[config.mk]
export PLATFORM = sky130hd
export DESIGN_NAME = fifo_byte_buffer
export DESIGN_NICKNAME = d
export VERILOG_FILES = /design/src/rtl/fifo_byte_buffer.sv
export SDC_FILE = /design/constraint.sdc
export NUM_CORES = 1
export LEC_CHECK = 0
export CORE_MARGIN = 5
export CORE_UTILIZATION = 45
export DETAILED_ROUTE_END_ITERATION = 12
export PLACE_DENSITY_LB_ADDON = 0.05
export SYNTH_ARGS = -nofsm -noshare
export SYNTH_HDL_FRONTEND = slang
export SYNTH_SLANG_ARGS = --single-unit
[constraint.sdc]
create_clock -name clk -period 7.2 [get_ports clk]
set_clock_uncertainty 0.15 [all_clocks]
set_input_delay 1.44 -clock clk [delete_from_list [all_inputs] [get_ports clk]]
set_output_delay 1.44 -clock clk [all_outputs]
set_load 0.02 [all_outputs]
[src/rtl/fifo_byte_buffer.sv]
// Byte-wide synchronous FIFO between the CRC stage and a downstream reader.
// One write and one read per cycle, registered read port, sticky overflow.
module fifo_byte_buffer #(
   parameter int DEPTH = 16,
   parameter int AW    = 4
) (
   input  logic          clk,
   input  logic          reset,
   input  logic          enable,
   input  logic [7:0]    fifo_data_con,
   input  logic          fifo_we,
   output logic          fifo_busy,
   input  logic          rd_en,
   output logic [7:0]    rd_data,
   output logic          rd_valid,
   output logic          empty,
   output logic          full,
   output logic [AW:0]   count,
   output logic          overflow
);

   localparam logic [AW:0] FULL_CNT   = (AW+1)'(DEPTH);
   localparam logic [AW:0] ALMOST_CNT = (AW+1)'(DEPTH - 1);

   logic [7:0]    mem_q [DEPTH];
   logic [AW-1:0] wp_q, wp_d;
   logic [AW-1:0] rp_q, rp_d;
   logic [AW:0]   count_q, count_d;
   logic [7:0]    rd_data_q, rd_data_d;
   logic          rd_valid_q, rd_valid_d;
   logic          overflow_q, overflow_d;
   logic          wr_acc, rd_acc;

   assign empty     = (count_q == '0);
   assign full      = (count_q == FULL_CNT);
   assign count     = count_q;
   assign rd_data   = rd_data_q;
   assign rd_valid  = rd_valid_q;
   assign overflow  = overflow_q;
   // Busy anticipates the write that is about to take the last slot.
   assign fifo_busy = full | ((count_q == ALMOST_CNT) & fifo_we);

   // Full/empty are judged on pre-edge state, so a same-edge read never
   // frees room for a write and a same-edge write is never read through.
   always_comb begin
      wr_acc     = enable & fifo_we & ~full;
      rd_acc     = enable & rd_en & ~empty;
      wp_d       = wp_q;
      rp_d       = rp_q;
      count_d    = count_q;
      rd_data_d  = rd_data_q;
      rd_valid_d = 1'b0;
      overflow_d = overflow_q;
      if (wr_acc)
         wp_d = wp_q + 1'b1;
      if (enable & fifo_we & full)
         overflow_d = 1'b1;
      if (rd_acc) begin
         rp_d       = rp_q + 1'b1;
         rd_data_d  = mem_q[rp_q];
         rd_valid_d = 1'b1;
      end
      case ({wr_acc, rd_acc})
         2'b10:   count_d = count_q + 1'b1;
         2'b01:   count_d = count_q - 1'b1;
         default: count_d = count_q;
      endcase
   end

   always_ff @(posedge clk) begin
      if (reset) begin
         wp_q       <= '0;
         rp_q       <= '0;
         count_q    <= '0;
         rd_data_q  <= 8'h00;
         rd_valid_q <= 1'b0;
         overflow_q <= 1'b0;
      end else begin
         wp_q       <= wp_d;
         rp_q       <= rp_d;
         count_q    <= count_d;
         rd_data_q  <= rd_data_d;
         rd_valid_q <= rd_valid_d;
         overflow_q <= overflow_d;
      end
   end

   // Storage is not cleared by reset; a write coinciding with reset is dropped.
   always_ff @(posedge clk) begin
      if (!reset && wr_acc)
         mem_q[wp_q] <= fifo_data_con;
   end

endmodule

==> impl_metrics.json <==
{
  "drv_cap": 0,
  "reg2reg_depth": 9,
  "postRouteAntennaNets": 0,
  "diodes": 0,
  "rows": 42,
  "wire_per_inst_um": 19.4,
  "fillers": 1110,
  "grt_overflow": 0,
  "netlist_top_cells_area": "edfxtp_1, dfxtp_1, mux2i_1",
  "reg2reg_from": "count[1]",
  "clk_latency_ns": 0.42,
  "grt_pass1_vias": 3282,
  "gr-usage-all-layers": 0.155,
  "layout-drive-gt1-share": 0.134,
  "yosys_warnings": 0,
  "fin_tns_setup_ns": 0,
  "synth_area_um2": 6090,
  "ys_top_cells_by_count": "edfxtp_1, mux2i_1, nor2_1",
  "hold_path_class": "register to register",
  "rsz0062_at_grt": "false",
  "cts_sinks": 151,
  "root_buffer": "clkbuf_16",
  "fmax_ghz": 0.223,
  "reg2reg_to": "count[4]",
  "tritoncts": "done",
  "place_hpwl_mm": 7.67,
  "whs_endpoint": "overflow",
  "worstPathMaxFanout": 3,
  "postCtsSetupBuffers": 0,
  "grt_start_max_net_pins": 53,
  "cts_hold_buf": 0,
  "worstHoldStart": "overflow",
  "cts_buffers": 17,
  "drtIter0Drc": 223,
  "fin_area_um2": 7110,
  "areaGrowthSynthToFinish_pct": 16.7,
  "synth_edf_count": 128,
  "relSlewSlack": 0.333,
  "place_congestion": 0.785,
  "leakage_uw": 0.00221,
  "die_area_um2": 16000,
  "grt_pass1_wl_mm": 18.6,
  "synth_area_leader_cell": "edfxtp_1",
  "synth_top_area_frac": 0.631,
  "htreeDepth": 4,
  "startpoint_type": "input pin",
  "setup_violations": 0,
  "ctsResizeCount": 0,
  "period_needed_ns": 4.49,
  "first_pass_iters": 5,
  "die_x_um": 126,
  "dpl_cell_area_um2": 6530,
  "holdWs_ns": 0.326,
  "worstSetupStartpoint": "fifo_we",
  "cp.arrival_ns": 2.90,
  "ff2ff_setup_slack_ns": 4.03,
  "hold_depth": 2,
  "drc": 0,
  "async_flop_share": 0,
  "outcome": "completed",
  "synth.avg_cell_area_um2": 16.1,
  "core_area_um2": 13200,
  "period_share": 0.623,
  "synth_seq_cells": 151,
  "crit_type": "input pin to output port",
  "powerDensity_nw_per_um2": 276,
  "required_ns": 5.61,
  "drt-total-wl_mm": 11.7,
  "ys_seq_area_frac": 0.707,
  "tightest_slew_ns": 0.997,
  "viasPerCell": 5.33,
  "ys.flop_type": "edfxtp_1",
  "layout.nets": 436,
  "clkTransAtPathRegs_ns": 0.06,
  "antenna_found_initial": 0,
  "synth.distinct_cells": 37,
  "synth_most_common_cell": "edfxtp_1",
  "syn-num-nets": 402,
  "vdd_drop_max_v": 0.000159,
  "port_buffers": 30,
  "die_h_um": 126,
  "end_kind": "output port",
  "clockBufferDepth": 2,
  "fin_util": 0.537,
  "drv_slew": 0,
  "finalHoldViolCount": 0,
  "start_util": 0.460,
  "num_vias": 3206,
  "syn-instance-count": 379,
  "io_pins": 31
}
==> critical path: stages <==
cell and delay, ns:
clkdlybuf4s50_1 0.52, nand4_1 0.11, o31ai_1 0.20, clkdlybuf4s50_1 0.64
==> layer usage <==
metal	routed length, um	track usage	vias to the layer above
met1	5430	0.203	1613
met4	248	0.0726	0
met2	5690	0.246	48
met5	0	0	-
li1	-	-	1528
met3	324	0.0361	17
==> kinds of logic after synthesis <==
group	synth area share
simple gates	0.0637
mux	0.117
compound gates	0.0577
xor+xnor	0.0115
flops	0.707
fa+ha+maj	0.0218
buf+inv	0.0220
==> state kept, by name, summed over array words and instances, names as in the netlist <==
signal,flops
mem_q,128
rd_data,8
count,5
rp_q,4
wp_q,4
overflow,1
rd_valid,1
==> where the power goes <==
| group | leakage [uW] | internal (uW) | total [uW] | switching [uW] |
|---|---|---|---|---|
| logic | 0.000588 | 57.4 | 130 | 72.7 |
| registers | 0.00134 | 959 | 972 | 13.0 |
| clock network | 0.000280 | 513 | 863 | 350 |
==> worst max-delay path by stage <==
stage | slack [ns] | endpoint
6_report | 2.71 | fifo_busy
5_1_grt | 2.64 | fifo_busy
4_1_cts | 2.70 | fifo_busy
3_5_place_dp | 2.71 | fifo_busy
3_3_place_gp | 2.73 | fifo_busy
2_1_floorplan | 3.52 | fifo_busy
==> per-stage QoR <==
stage,instances,worst slack (ns),power [uW]
after floorplan,379,3.52,1070
after global placement,570,2.73,1120
after detailed placement,570,2.71,1120
after CTS,602,2.70,1980
after global routing,602,2.64,2030
final,602,2.71,1970
==> cells in the final DEF (no fill, tap or decap), types with 2 or more instances in the layout <==
master / instances
or3_1: 3
o22ai_1: 20
clkdlybuf4s50_1: 30
a311oi_2: 8
nor2b_1: 6
xor2_1: 5
a211oi_1: 4
nand3b_1: 2
nor2_1: 41
clkinv_2: 3
dfxtp_1: 22
nand4_1: 3
a21oi_1: 4
bufinv_16: 2
inv_6: 3
clkinv_4: 2
clkinvlp_4: 2
ha_1: 9
mux4_2: 12
nand3_1: 2
inv_1: 8
nand2_1: 18
clkbuf_16: 17
xnor2_1: 3
mux2i_1: 43
edfxtp_1: 128
nor3_1: 7
buf_4: 3
==> final cells by class <==
class                   count  area (um2)  share of cell area
multi-input cells         202        1650               0.233
well taps                 176         220              0.0310
inverters                   8        30.0             0.00422
clock buffers              18         429              0.0604
repair buffers             33         323              0.0454
clock inverters            14         149              0.0209
flip-flops and latches    151        4310               0.605
Power figures use the tool's default switching activity.
